[src/rtl/avr_ctrl_seq.sv]
// avr_ctrl_seq: control sequencer between fetch and the register file/ALU.
// Decodes the fetched word, steers fetch through pc_src/jmp, and runs the
// second-word and data-memory phases of JMP/LDS/STS.
// Ports:
//   CLK, RST         clock, synchronous active-high reset
//   instr, sreg      fetched word and status flags {I,T,H,S,V,N,Z,C}
//   mem_ack/rdata    data memory completion and read data
//   pc_src, jmp      fetch control and relative offset / absolute target
//   alu_en, reg_we   ALU result valid, register write strobe
//   wb_sel_mem       write-back source (1 = mem_rdata)
//   rd_addr, d_addr  destination register, data memory address
//   mem_req, mem_we  data memory request and direction (1 = store)
//   busy, bus_err    multi-cycle sequencing active, access timeout pulse
module avr_ctrl_seq #(
    parameter int ACK_TIMEOUT  = 15,
    parameter int RESET_CYCLES = 2
) (
    input  logic        CLK,
    input  logic        RST,
    input  logic [15:0] instr,
    input  logic [7:0]  sreg,
    input  logic        mem_ack,
    input  logic [7:0]  mem_rdata,
    output logic [2:0]  pc_src,
    output logic [15:0] jmp,
    output logic        alu_en,
    output logic        reg_we,
    output logic        wb_sel_mem,
    output logic [4:0]  rd_addr,
    output logic [15:0] d_addr,
    output logic        mem_req,
    output logic        mem_we,
    output logic        busy,
    output logic        bus_err
);

    localparam int CW = 8;

    localparam logic [2:0] PC_RST  = 3'b000;
    localparam logic [2:0] PC_HOLD = 3'b001;
    localparam logic [2:0] PC_INC  = 3'b010;
    localparam logic [2:0] PC_REL  = 3'b100;
    localparam logic [2:0] PC_ABS  = 3'b101;

    typedef enum logic [1:0] {
        S_RESET_HOLD,
        S_EXEC,
        S_OP2,
        S_MEM_WAIT
    } state_t;

    typedef enum logic [1:0] {
        C_JMP,
        C_LDS,
        C_STS
    } cls_t;

    state_t         state_q, state_d;
    cls_t           cls_q, cls_d;
    logic [CW-1:0]  cnt_q, cnt_d;
    logic [4:0]     rd_q, rd_d;
    logic [15:0]    d_addr_q, d_addr_d;

    logic           is_addc, is_sub, is_logic, is_imm, is_alu;
    logic           is_rjmp, is_br, is_jmp, is_lds, is_sts;
    logic           br_taken;
    logic [15:0]    rel12, rel7;
    logic [4:0]     rd_exec;

    // mem_rdata is consumed by the register file; only the strobes live here
    logic           unused_rdata;
    assign unused_rdata = ^mem_rdata;

    assign is_addc  = (instr[15:13] == 3'b000) && (instr[11:10] == 2'b11);
    assign is_sub   = (instr[15:10] == 6'b000110);
    assign is_logic = (instr[15:12] == 4'b0010);
    assign is_imm   = (instr[15:12] == 4'b0101) || (instr[15:12] == 4'b1110);
    assign is_alu   = is_addc | is_sub | is_logic | is_imm;
    assign is_rjmp  = (instr[15:12] == 4'b1100);
    assign is_br    = (instr[15:11] == 5'b11110);
    assign is_jmp   = (instr[15:9] == 7'b1001010) && (instr[3:1] == 3'b110);
    assign is_lds   = (instr[15:9] == 7'b1001000) && (instr[3:0] == 4'b0000);
    assign is_sts   = (instr[15:9] == 7'b1001001) && (instr[3:0] == 4'b0000);

    // BRBS (b=0) takes on a set flag, BRBC (b=1) on a clear one
    assign br_taken = (sreg[instr[2:0]] == ~instr[10]);
    assign rel12    = {{4{instr[11]}}, instr[11:0]} + 16'd1;
    assign rel7     = {{9{instr[9]}}, instr[9:3]} + 16'd1;
    // immediate forms only address r16..r31
    assign rd_exec  = is_imm ? {1'b1, instr[7:4]} : instr[8:4];

    assign d_addr = d_addr_q;

    always_ff @(posedge CLK) begin
        if (RST) begin
            state_q  <= S_RESET_HOLD;
            cls_q    <= C_JMP;
            cnt_q    <= '0;
            rd_q     <= '0;
            d_addr_q <= '0;
        end else begin
            state_q  <= state_d;
            cls_q    <= cls_d;
            cnt_q    <= cnt_d;
            rd_q     <= rd_d;
            d_addr_q <= d_addr_d;
        end
    end

    always_comb begin
        state_d    = state_q;
        cls_d      = cls_q;
        cnt_d      = cnt_q;
        rd_d       = rd_q;
        d_addr_d   = d_addr_q;
        pc_src     = PC_RST;
        jmp        = '0;
        alu_en     = 1'b0;
        reg_we     = 1'b0;
        wb_sel_mem = 1'b0;
        rd_addr    = '0;
        mem_req    = 1'b0;
        mem_we     = 1'b0;
        busy       = 1'b0;
        bus_err    = 1'b0;

        unique case (state_q)
            S_RESET_HOLD: begin
                if (cnt_q == CW'(RESET_CYCLES - 1)) begin
                    cnt_d   = '0;
                    state_d = S_EXEC;
                end else begin
                    cnt_d = cnt_q + 1'b1;
                end
            end

            S_EXEC: begin
                pc_src  = PC_INC;
                rd_addr = rd_exec;
                unique case (1'b1)
                    is_alu: begin
                        alu_en = 1'b1;
                        reg_we = 1'b1;
                    end
                    is_rjmp: begin
                        pc_src = PC_REL;
                        jmp    = rel12;
                    end
                    is_br: begin
                        if (br_taken) begin
                            pc_src = PC_REL;
                            jmp    = rel7;
                        end
                    end
                    is_jmp, is_lds, is_sts: begin
                        rd_d    = instr[8:4];
                        state_d = S_OP2;
                        cls_d   = is_jmp ? C_JMP : (is_lds ? C_LDS : C_STS);
                    end
                    default: ;
                endcase
            end

            S_OP2: begin
                busy    = 1'b1;
                rd_addr = rd_q;
                if (cls_q == C_JMP) begin
                    pc_src  = PC_ABS;
                    jmp     = instr;
                    state_d = S_EXEC;
                end else begin
                    pc_src   = PC_INC;
                    d_addr_d = instr;
                    cnt_d    = '0;
                    state_d  = S_MEM_WAIT;
                end
            end

            S_MEM_WAIT: begin
                busy    = 1'b1;
                pc_src  = PC_HOLD;
                rd_addr = rd_q;
                mem_req = 1'b1;
                mem_we  = (cls_q == C_STS);
                // an ack on the final counted cycle still wins over timeout
                if (mem_ack) begin
                    reg_we     = (cls_q == C_LDS);
                    wb_sel_mem = (cls_q == C_LDS);
                    state_d    = S_EXEC;
                end else if (cnt_q == CW'(ACK_TIMEOUT - 1)) begin
                    bus_err = 1'b1;
                    state_d = S_EXEC;
                end else begin
                    cnt_d = cnt_q + 1'b1;
                end
            end

            default: state_d = S_RESET_HOLD;
        endcase

        // a reset cycle never commits a write or reports an error
        if (RST) begin
            alu_en     = 1'b0;
            reg_we     = 1'b0;
            wb_sel_mem = 1'b0;
            bus_err    = 1'b0;
        end
    end

endmodule
[config.mk]
export PLATFORM = sky130hd
export DESIGN_NAME = avr_ctrl_seq
export DESIGN_NICKNAME = d
export VERILOG_FILES = /design/src/rtl/avr_ctrl_seq.sv
export SDC_FILE = /design/constraint.sdc
export NUM_CORES = 1
export LEC_CHECK = 0
export ABC_AREA = 0
export CAP_MARGIN = 30
export CELL_PAD_IN_SITES_DETAIL_PLACEMENT = 1
export CELL_PAD_IN_SITES_GLOBAL_PLACEMENT = 2
export CORE_UTILIZATION = 23
export DETAILED_ROUTE_END_ITERATION = 8
export GPL_TIMING_DRIVEN = 0
export PLACE_DENSITY = 0.79
export SYNTH_ARGS = -nofsm -noshare
export SYNTH_HDL_FRONTEND = slang
export SYNTH_SLANG_ARGS = --single-unit
[constraint.sdc]
create_clock -name CLK -period 2.4 [get_ports CLK]
set_input_delay 0.48 -clock CLK [delete_from_list [all_inputs] [get_ports CLK]]
set_output_delay 0.48 -clock CLK [all_outputs]
set_load 0.02 [all_outputs]
==> Yosys cells after proc, flatten, opt, wreduce, memory -nomap -nowiden <==
Index checks and enable logic that the tools add are counted.
{ "classes": {"n_addsub": 3, "n_bitwise": 5, "mux": 40, "reduce_logical": 16, "n_lt_le_gt_ge": 1, "eq_ne": 25} }
{ "op_table": {"columns": ["op", "count"], "rows": [
  ["$pmux 16 s2", 2],
  ["$mux 16", 2],
  ["$mux 8", 4],
  ["$pmux 8 s3", 1],
  ["$eq 7x7->1 const B", 3],
  ["$mux 1", 15],
  ["$mux 2", 7],
  ["$add 12x2->13 const B", 1],
  ["$pmux 5 s2", 1],
  ["$pmux 3 s3", 1],
  ["$add 7x2->8 const B", 1],
  ["$add 8x1->8 const B", 1],
  ["$eq 2x2->1 const B", 4],
  ["$eq 4x4->1 const B", 2],
  ["$eq 8x1->1 const B", 1],
  ["$eq 8x4->1 const B", 1],
  ["$ne 2x2->1 const B", 4],
  ["$pmux 2 s4", 1],
  ["$eq 6x3->1 const B", 1],
  ["$mux 3", 2],
  ["$pmux 3 s2", 1],
  ["$eq 5x5->1 const B", 1],
  ["$mux 5", 1],
  ["$eq 2x1->1 const B", 2],
  ["other kinds (22)", 30]
]} }
{ "totals": {"in_bits": 35, "regBits": 33, "wordCells": 95} }

==> Depth between registers and ports, before layout <==
Gate-level depths: netlist of run 1.
{ "logic_depth": {"depth_word": 8, "depth_mapped": 8, "depth_no_buf": 7} }

==> Worst setup path before layout of run 1 <==
No wires, ideal clock.
{ "synth_path": {"kind": "input-to-output", "start": "input port instr[1]", "end": "output port jmp[15]", "path_slack_ps": -439, "arrival_time_ps": 2359, "required_ps": 1920, "stages": 6, "cell_sequence": "buf_6 mux4_2 mux2_4 xnor2_2 a41oi_2 a211oi_1"} }
{ "synth_via": {"elab_chain_cells": 6} }
{ "synth_lines": {"columns": ["item", "line", "source"], "rows": [
  ["start: declaration", "20", "input logic [15:0] instr,"],
  ["branches (longest 4 deep; another with $add 12x2->13)", null, null],
  ["$pmux 16 s2 (*)", "140", "unique case (1'b1)"],
  ["$pmux 16 s2 (*)", "127", "unique case (state_q)"],
  ["end: declaration", "25", "output logic [15:0] jmp,"]
]} }
Every way passes the cells marked *. The select of a mux whose other input is x is not followed.

==> Final worst setup path of run 1 <==
{ "layout_path": {"start": "input port instr[1]", "end": "output port jmp[8]"} }
The elaborated chain is that of the path after synthesis.

==> results.json, run 1 <==
{
  "synthesis.instances": 358,
  "detail_route.vias_per_cell": 5.112,
  "synth_area_per_inst_um2": 7.238,
  "cp_data_required_time_ns": 1.92,
  "maxCapViolCount": 0,
  "power_switching_share_pct": 38.57,
  "violations": "negative setup slack",
  "ys.flop_type": "sky130_fd_sc_hd__dfxtp_1",
  "clk_latency_ns": 0.29,
  "dieHeight_um": 108.1,
  "synth_cell_type_count": 58,
  "groute.usage.overall_pct": 19.26,
  "die_x_um": 108.1,
  "worst_hold_path.endpoint": "d_addr[3]",
  "ys_seq_elements": 33,
  "clock-skew-final_ns": 0.007276,
  "syn_nets": 404,
  "hold_class": "reg2reg",
  "powerDensity_mw_per_mm2": 479.2,
  "netlist_area_mm2": 0.002591,
  "reg_to_reg_start": "cnt_q[4]",
  "drc_errors": 0,
  "clockPowerShare_pct": 26.4,
  "synth_compound_gate_area_share_pct": 24.29,
  "static-leakage-power_nw": 1.675,
  "cp_slowest_stage_delay_ns": 0.48,
  "area_growth_pct": 71.90,
  "critical_path_buf_inv_count": 3,
  "post_drt_wl_per_cell_um": 17.68,
  "grt_antenna_before_repair": 0,
  "most_frequent_cells_in_the_layout": "52 x sky130_fd_sc_hd__nand2_1, 47 x sky130_fd_sc_hd__buf_4, 39 x sky130_fd_sc_hd__a21oi_1",
  "slowest_stage": "sky130_fd_sc_hd__mux4_2",
  "synth-xor-area-share_pct": 4.346,
  "internal_portion_of_total_power_mw": 1.311,
  "cts.htree.levels": 2,
  "cts_hold_buffers": 0,
  "fmax_ghz": 0.3448,
  "fin_setup_tns_ns": -7.720,
  "route.vias.total": 3154,
  "grt_max_degree": 13,
  "maxSlewViolCount": 0,
  "slew_worst_pin_ns": 0.6411,
  "worst-path-max-fanout": 4,
  "max_slew_margin_pct": 57.26,
  "final_hold_viol_count": 0,
  "combinational_power_share_pct": 44.8,
  "cts_root_buf": "sky130_fd_sc_hd__clkbuf_8",
  "grt_pass1_vias": 3266,
  "worst-r2r-cell-count": 5,
  "hold_start": "d_addr[3]",
  "outcome": "complete, but fails checks",
  "portBuffers": 70,
  "grt_first_pass_wirelength_mm": 17.44,
  "ios": 82,
  "share_seq_of_total_power_pct": 28.7,
  "drtIter0Drc": 92,
  "criticalPathCategory": "in2out",
  "timing.final.crit_period_ns": 2.901,
  "setup_violations": 18,
  "final-instance-count-excl-fill": 617,
  "fp-row-count": 38,
  "finalPower_mw": 2.134,
  "place.detailed.hpwl_mm": 7.502,
  "drive_above_1_share_pct": 34.80,
  "post-route-worst-setup-slack_ns": -0.5006,
  "number_of_optimization_iterations_in_the_first_detailed_route_pass": 4,
  "setup.worst_path.start_class": "input pin",
  "layout.nets": 522,
  "cts.clk_slew.worst_paths_ns": 0.07,
  "yosys.area_share.simple_pct": 28.30,
  "r2r_end": "state_q[1]",
  "numClockSinks": 33,
  "core-area_mm2": 0.01089,
  "postRouteAntennaNets": 0,
  "fin_crit_sh_pct": 120.9,
  "clock_path_buffers": 2,
  "yosysSeqAreaShare_pct": 25.49,
  "timing.reg2reg.setup_slack_ns": 0.40,
  "synth_enable_flop_cells": 0,
  "gp_congestion": 0.8179,
  "async_reset_ff_share_pct": 0,
  "worst_hold_path.num_cells": 2,
  "placed_cells_incl_taps": 569,
  "numCtsBuffers": 5,
  "crit_path_end_kind": "output pin",
  "timing.critical_path.arrival_ns": 2.42,
  "net-switching-power_uw": 823.3,
  "most_common_cell_after_layout_fill_and_taps_aside": "sky130_fd_sc_hd__nand2_1",
  "die_area_mm2": 0.01169,
  "ys_warn_count": 0,
  "final_core_utilization_pct": 40.91,
  "worst_path_most_repeated_cell": "sky130_fd_sc_hd__buf_8",
  "tritoncts_clock_tree": "built",
  "synth_adder_area_share_pct": 5.311,
  "largest_family_of_logic_cells_by_synthesized_area": "simple AND/OR/NAND/NOR gates",
  "crit_chain": "buf_8 -> buf_8 -> mux4_2 -> mux2_4 -> xnor2_4 -> nand4_1 -> a311oi_2 -> buf_4",
  "cpLargestDelayFamily": "multiplexers",
  "grt.overflow.total": 0,
  "n_antenna_cell": 0,
  "vdd_drop_max_mv": 0.2773,
  "floorplan.initialDensity_pct": 23.80,
  "synth.area.mux_share_pct": 5.553,
  "unrepaired_setup_endpoints_after_global_routing": "yes",
  "finalWirelength_mm": 10.91
}
## registers in the layout (all words and copies together), names as in the netlist
| name | cells |
|---|---|
| cls_q | 2 |
| cnt_q | 8 |
| d_addr | 16 |
| rd_q | 5 |
| state_q | 2 |
## synthesized netlist by cell type, types with 2 or more instances
master	n	area share (%)
sky130_fd_sc_hd__a211o_1	2	0.68
sky130_fd_sc_hd__a211oi_1	7	2.0
sky130_fd_sc_hd__a21oi_1	41	7.9
sky130_fd_sc_hd__a22oi_1	7	2.0
sky130_fd_sc_hd__a311o_1	2	0.77
sky130_fd_sc_hd__a311oi_1	3	1.0
sky130_fd_sc_hd__a31o_2	2	0.68
sky130_fd_sc_hd__a31oi_1	3	0.72
sky130_fd_sc_hd__a41oi_1	2	0.68
sky130_fd_sc_hd__and3_1	2	0.48
sky130_fd_sc_hd__and4_1	5	1.7
sky130_fd_sc_hd__buf_1	2	0.29
sky130_fd_sc_hd__buf_2	4	0.77
sky130_fd_sc_hd__clkbuf_1	24	3.5
sky130_fd_sc_hd__dfxtp_1	33	25
sky130_fd_sc_hd__ha_1	11	5.3
sky130_fd_sc_hd__inv_1	12	1.7
sky130_fd_sc_hd__mux2i_1	5	1.9
sky130_fd_sc_hd__mux4_2	2	1.7
sky130_fd_sc_hd__nand2_1	56	8.1
sky130_fd_sc_hd__nand2b_1	2	0.48
sky130_fd_sc_hd__nand3_1	8	1.5
sky130_fd_sc_hd__nand4_1	7	1.7
sky130_fd_sc_hd__nand4b_1	2	0.68
sky130_fd_sc_hd__nor2_1	35	5.1
sky130_fd_sc_hd__nor2b_1	2	0.48
sky130_fd_sc_hd__nor3_1	7	1.4
sky130_fd_sc_hd__nor3b_1	8	2.3
sky130_fd_sc_hd__nor4_1	4	0.97
sky130_fd_sc_hd__o211ai_1	2	0.58
sky130_fd_sc_hd__o21ai_0	14	2.7
sky130_fd_sc_hd__o22ai_1	4	0.97
sky130_fd_sc_hd__or2_2	2	0.48
sky130_fd_sc_hd__or3_1	3	0.72
sky130_fd_sc_hd__xnor2_1	8	2.7
sky130_fd_sc_hd__xor2_1	3	1.0
## layer usage
metal  track usage (%)  up-vias  wire length (um)
li1                  -     1519                 -
met1             23.74     1537              4905
met2             33.35       89              5343
met3             5.063        9               572
met4             4.207        0                87
met5                 0        -                 0
## how the worst max path moves through the flow
| stage | from | endpoint | depth (start not counted) |
|---|---|---|---|
| after floorplan | instr[1] | jmp[12] | 6 |
| after global placement | instr[1] | jmp[12] | 8 |
| after detailed placement | instr[1] | jmp[12] | 8 |
| after CTS | instr[1] | jmp[14] | 8 |
| after global routing | instr[1] | jmp[8] | 8 |
| final | instr[1] | jmp[8] | 8 |
## stage by stage
| step | setup slack (ns) | instance area (um2) | hold slack (ns) |
|---|---|---|---|
| global route | -0.5770 | 4454 | 0.4835 |
| global placement | -1.429 | 3617 | 0.4499 |
| CTS | -0.5191 | 4360 | 0.4632 |
| detailed placement | -1.478 | 3625 | 0.4530 |
| finish | -0.5006 | 4454 | 0.4595 |
| floorplan | -0.2423 | 2741 | 0.4649 |
## what timing repair did
| item | 4_1_cts | 5_1_grt |
|---|---|---|
| gates resized for setup | 251 | 31 |
| setup endpoints to repair | 39 | 27 |
| pin swaps | 23 | 9 |
| setup buffers | 35 | 9 |
## cell families (layout without fill, tap and decap cells)
logic type               after synthesis  count (layout)
adder cells (fa/ha/maj)               11              11
XOR/XNOR                              12              12
buffers and inverters                 43             162
AND/OR/NAND/NOR                      150             150
multiplexers                          10              10
flip-flops                            33              33
AO/OA/AOI/OAI                         99              99
## worst min-delay path, cell delays in order (launching register included)
cell	delay, ns
sky130_fd_sc_hd__dfxtp_1	0.31
sky130_fd_sc_hd__nand2_1	0.05
sky130_fd_sc_hd__a21oi_1	0.05
## power by group through the flow
stage / registers, mW / logic (mW) / clock network, mW
2_1_floorplan: 0.612 / 0.489 / 0
3_3_place_gp: 0.619 / 0.719 / 0
3_5_place_dp: 0.623 / 0.736 / 0
4_1_cts: 0.622 / 0.873 / 0.569
5_1_grt: 0.616 / 1.04 / 0.607
6_report: 0.613 / 0.957 / 0.565
## cell type report
type                       instances  area (um2)
timing repair buffer             114        1035
fill                            1292        6434
tap                              140       175.2
inverter                          12       47.55
buffer                            28       224.0
sequential                        33       668.1
clock buffer                       7       86.33
clock inverter                     1       30.03
multi-input combinational        282        2188
Note: power is estimated with default switching activity, not from simulation.
==> run 2, diff against run 1 <==
REMOVE_ABC_BUFFERS = 1   (was unset)
clock period = 2.35 ns   (was 2.4 ns; I/O delays follow)
==> results.json, run 2 (synthesis results as in run 1) <==
{
  "detail_route.vias_per_cell": 5.144,
  "setup.worst_path.start_class": "input pin",
  "groute.usage.overall_pct": 17.88,
  "fill_cells": 1317,
  "cp_data_required_time_ns": 1.88,
  "post-route-worst-setup-slack_ns": -0.5006,
  "die_area_mm2": 0.01169,
  "numClockSinks": 33,
  "maxSlewViolCount": 0,
  "most_common_cell_after_layout_fill_and_taps_aside": "sky130_fd_sc_hd__nand2_1",
  "violations": "negative setup slack",
  "layout.nets": 483,
  "clock_path_buffers": 2,
  "final_core_utilization_pct": 36.51,
  "grt_max_degree": 26,
  "crit_path_end_kind": "output pin",
  "placed_cells_incl_taps": 545,
  "fmax_ghz": 0.3508,
  "tritoncts_clock_tree": "built",
  "grt_pass1_vias": 3032,
  "r2r_end": "cnt_q[7]",
  "grt.overflow.total": 0,
  "timing.critical_path.arrival_ns": 2.38,
  "setup_violations": 18,
  "fin_crit_sh_pct": 121.3,
  "powerDensity_mw_per_mm2": 512.4,
  "area_growth_pct": 53.40,
  "worst-path-max-fanout": 5,
  "die_x_um": 108.1,
  "max_slew_margin_pct": 43.29,
  "fp-row-count": 38,
  "postPlaceCellArea_mm2": 0.003440,
  "cts.clk_slew.worst_paths_ns": 0.08,
  "portBuffers": 73,
  "drive_above_1_share_pct": 30.59,
  "critical_path_buf_inv_count": 2,
  "n_antenna_cell": 0,
  "outcome": "complete, but fails checks",
  "largest_reg_flops": 16,
  "post_drt_wl_per_cell_um": 17.81,
  "dieHeight_um": 108.1,
  "most_frequent_cells_in_the_layout": "53 x sky130_fd_sc_hd__nand2_1, 39 x sky130_fd_sc_hd__a21oi_1, 33 x sky130_fd_sc_hd__buf_4",
  "final-instance-count-excl-fill": 578,
  "vdd_drop_max_mv": 0.2490,
  "cpLargestDelayFamily": "multiplexers",
  "route.vias.total": 2973,
  "timing.final.crit_period_ns": 2.851,
  "grt_first_pass_wirelength_mm": 16.14,
  "placement.setup.worst_slack_ns": -1.805,
  "finalWirelength_mm": 10.29,
  "slew_worst_pin_ns": 0.8475,
  "slowest_stage": "sky130_fd_sc_hd__mux4_2",
  "drc_errors": 0,
  "number_of_optimization_iterations_in_the_first_detailed_route_pass": 4,
  "worst-r2r-cell-count": 6,
  "floorplan.initialDensity_pct": 23.80,
  "cts_root_buf": "sky130_fd_sc_hd__clkbuf_8",
  "static-leakage-power_nw": 1.472,
  "final_cell_area_mm2": 0.003975,
  "unrepaired_setup_endpoints_after_global_routing": "yes",
  "hold_class": "reg2reg",
  "drtIter0Drc": 134,
  "place.detailed.hpwl_mm": 7.216,
  "reg_to_reg_start": "state_q[0]",
  "criticalPathCategory": "in2out",
  "gp_congestion": 0.7742,
  "hold_start": "d_addr[7]",
  "finalPower_mw": 2.037,
  "core-area_mm2": 0.01089,
  "timing.reg2reg.setup_slack_ns": 0.26,
  "numCtsBuffers": 5,
  "clock-skew-final_ns": 0.007846,
  "clk_latency_ns": 0.29,
  "cp_slowest_stage_delay_ns": 0.49,
  "final_hold_viol_count": 0,
  "postRouteAntennaNets": 0,
  "cts.htree.levels": 2,
  "worst_hold_path.endpoint": "d_addr[7]",
  "maxCapViolCount": 0,
  "worst_hold_path.num_cells": 2,
  "ios": 82,
  "crit_chain": "buf_12 -> mux4_2 -> mux2_4 -> xnor2_4 -> nand4_1 -> a211oi_2 -> buf_4",
  "grt_antenna_before_repair": 0,
  "cts_hold_buffers": 0
}
[run 2: cell types whose count changed in the layout (fill, tap and decap cells not counted), sizes merged]
cell and delta:
clkdlybuf4s50 -2, clkbuf -24, clkdlybuf4s15 -3, dlymetal6s2s -1, buf -10, clkinvlp +1
[run 2: where the power goes]
part	internal, mW	leakage, nW	switching (mW)
registers	0.590	0.267	0.0430
logic	0.335	1.15	0.498
clock network	0.345	0.0574	0.226
[run 2: worst max-delay path by stage]
stage                    start        end  slack, ns  cells after the start
detailed placement    instr[1]  pc_src[2]      -1.81                      7
global placement     instr[14]     jmp[5]      -2.02                      7
global route          instr[1]     jmp[7]      -0.53                      7
finish                instr[1]     jmp[7]      -0.50                      7
floorplan           state_q[0]     jmp[8]      -0.55                      6
CTS                   instr[1]     jmp[7]      -0.45                      7
[run 2: worst reg2reg max path, stage by stage (launching register included)]
cell and delay (ns):
sky130_fd_sc_hd__dfxtp_4 0.37, sky130_fd_sc_hd__buf_4 0.15, sky130_fd_sc_hd__ha_1 0.27, sky130_fd_sc_hd__or3_1 0.37
sky130_fd_sc_hd__a2111oi_0 0.55, sky130_fd_sc_hd__xnor2_1 0.20, sky130_fd_sc_hd__nor2_1 0.06
[run 2: final cells by class]
type                       count  area (um2)  share of cell area [%]
multi-input combinational    282        2063                   51.90
timing repair buffer         103       905.9                   22.79
tap                          140       175.2                   4.407
clock inverter                 2       37.54                  0.9443
sequential                    33       665.6                   16.75
inverter                      12       45.04                   1.133
clock buffer                   6       82.58                   2.077
[run 2: what timing repair did]
item / CTS / global route
resized for setup: 264 / 22
gates cloned: 0 / 0
pin swaps: 12 / 4
buffers inserted: 21 / 4
setup endpoints to repair: 39 / 26
[run 2: through the flow]
step / hold slack, ns / TNS, ns
finish: 0.4563 / -6.771
global route: 0.4713 / -7.710
detailed placement: 0.4475 / -39.31
global placement: 0.4460 / -45.52
floorplan: 0.4638 / -4.487
CTS: 0.4580 / -6.486
[run 2: metal layers]
layer,GRT usage [%],routed length [um],vias up
met5,0,0,-
met1,22.76,4794,1462
li1,-,-,1436
met2,30.94,4939,64
met3,3.376,416,11
met4,4.207,142,0
==> edit, RTL diff (settings of run 2) <==
Make the reset (`RST`) asynchronous in one clocked block. Comments in the files are not updated.
--- a/src/rtl/avr_ctrl_seq.sv
+++ b/src/rtl/avr_ctrl_seq.sv
@@ -91,7 +91,7 @@
 
     assign d_addr = d_addr_q;
 
-    always_ff @(posedge CLK) begin
+    always_ff @(posedge CLK or posedge RST) begin
         if (RST) begin
             state_q  <= S_RESET_HOLD;
             cls_q    <= C_JMP;
Behaviour: differs if RST is asserted again (counterexample within 4 cycles, from zero or initial values and one cycle with RST high); with RST held inactive, the same outputs for 10 cycles.
==> edit against run 2 <==
Register-to-register slack worse by 0.14 ns; the flow finishes with violations (design-rule violations, negative setup slack); design area is 9.3% higher; largest cell class unchanged; worst setup slack better by 0.19 ns; worst hold slack worse by 0.10 ns; routed wire length is 5.2% higher; area after synthesis is 5.7% higher; non-clock buffer count is 1 higher; clock skew is 0.00066 ns lower; sequential cell count stayed put.
Power is not compared: it rests on default switching activity, and its combinational part moved more than twofold at a synthesized area within 25%.
==> edit: results (changes against run 2) <==
Iteration-0 DRC Markers=158 (was 134); root buf cell=clkbuf_16 (was clkbuf_8); vias in the first global route=3111 (was 3032); first-pass GRT wire length=17.0 mm (was 16.1 mm); clock slew at reported path FFs=0.06 ns (was 0.08 ns); Leak=0.00181 µW; Wirelength per Cell=19.3 µm (was 17.8 µm); Inst Count DP=524 (was 545); Post-synth top cells=nand2_1, dfrtp_1, nor2_1, a21oi_1, clkbuf_1 (was nand2_1, a21oi_1, nor2_1, dfxtp_1, clkbuf_1); largest net degree at the start of global routing=19 (was 26); share of layout cells above drive strength 1=39.9% (was 30.6%); Min-Delay Path Class=in2async (was reg2reg); worst setup path startpoint=instr[0] (was instr[1]); failing checks=design-rule violations, negative setup slack (was negative setup slack); register area share after synthesis=30.2% (was 25.5%); ys async rst share=100% (was 0%); drt total wl=10.8 mm (was 10.3 mm); initial antenna violation count=0 (unchanged); Routability Congestion=0.773 (was 0.774); via count=2954 (was 2973); Arrival @ worst endpoint=2.19 ns (was 2.38 ns); antenna diode count=0 (unchanged); slowest CP cell=mux4_2 (unchanged); post-synthesis cell type count=64 (was 58); setup ws final=-0.313 ns (was -0.501 ns); Skew-Pair Late Insertion Delay=0.29 ns (about the same); FF-to-FF Start=state_q[1] (was state_q[0]); TNS Setup=-4.43 ns (was -6.77 ns); DRC=4 (was 0); post-synthesis cell count=331 (was 358); YS warnings=0 (unchanged); clock skew=0.00719 ns (was 0.00785 ns); maximum clock path buffer count=2 (unchanged); largest stage delay on the critical path=0.51 ns (was 0.49 ns); status=finished with violations (unchanged); hpwl dp=6.97 mm (was 7.22 mm); Synth Flop Type=dfrtp_1 (was dfxtp_1); gr usage total=17.6% (was 17.9%); top cells by area, synth=dfrtp_1, ha_1, nand2_1 (was dfxtp_1, nand2_1, a21oi_1); layout net count=464 (was 483); worst-margin pin slew=0.577 ns (was 0.847 ns); critical-path maximum fanout=8 (was 5); final setup vio count=18 (unchanged); drt pass-1 iters=6 (was 4)
==> edit: changes by cell type after synthesis, sizes merged, moves of 8 or more <==
cell	run 2	this run
dfrtp	0	33
dfxtp	33	0
a21oi	41	20
nand2	56	36
mux2	2	17
nor2	36	23
nand3	8	16
==> edit: path summary, 6_finish.rpt <==
kind	endpoint	slack (ns)	cells past startpoint
max reg2reg	cnt_q[3]	0.12	9
max in group asynchronous	state_q[0]	1.50	4
max	jmp[3]	-0.31	7
min in group CLK	d_addr[12]	0.48	2
min	d_addr[11]	0.35	2
min reg2reg	d_addr[12]	0.48	2
==> edit: repair_timing <==
action,in CTS,in global routing
pin swaps,15,11
gates resized for setup,270,54
setup endpoints to repair,39,33
setup buffers,12,16
gates cloned,1,1
==> edit: logic make-up after synthesis <==
group                    synth area share [%]
AND/OR/NAND/NOR                          23.3
AO/OA/AOI/OAI                            22.5
buffers and inverters                    6.21
flip-flops                               30.2
multiplexers                             10.6
adder cells (fa/ha/maj)                  5.03
XOR/XNOR                                 2.19
==> edit: cell type report <==
class	instances	area (µm²)
Clock buffer	5	125
Tap cell	143	179
Clock inverter	3	17.5
Multi-Input combinational cell	255	2170
Timing Repair Buffer	104	916
Fill cell	1338	7170
Inverter	18	101
Timing Repair inverter	1	8.76
Sequential cell	33	828
==> edit: through the flow <==
stage               setup WS (ns)  area, µm²
finish                     -0.313       4340
global route               -0.368       4340
CTS                        -0.325       4120
detailed placement          -1.71       3580
global placement            -1.63       3550
floorplan                  -0.354       2640
==> edit: per-layer routing <==
layer  vias to the layer above  share of wire, %  GRT usage (%)
met5                         -                 0              0
met4                         0               1.1           5.32
met3                        13               3.9           3.99
met2                        60                51           30.4
met1                      1497                44           21.8
li1                       1384                 -              -
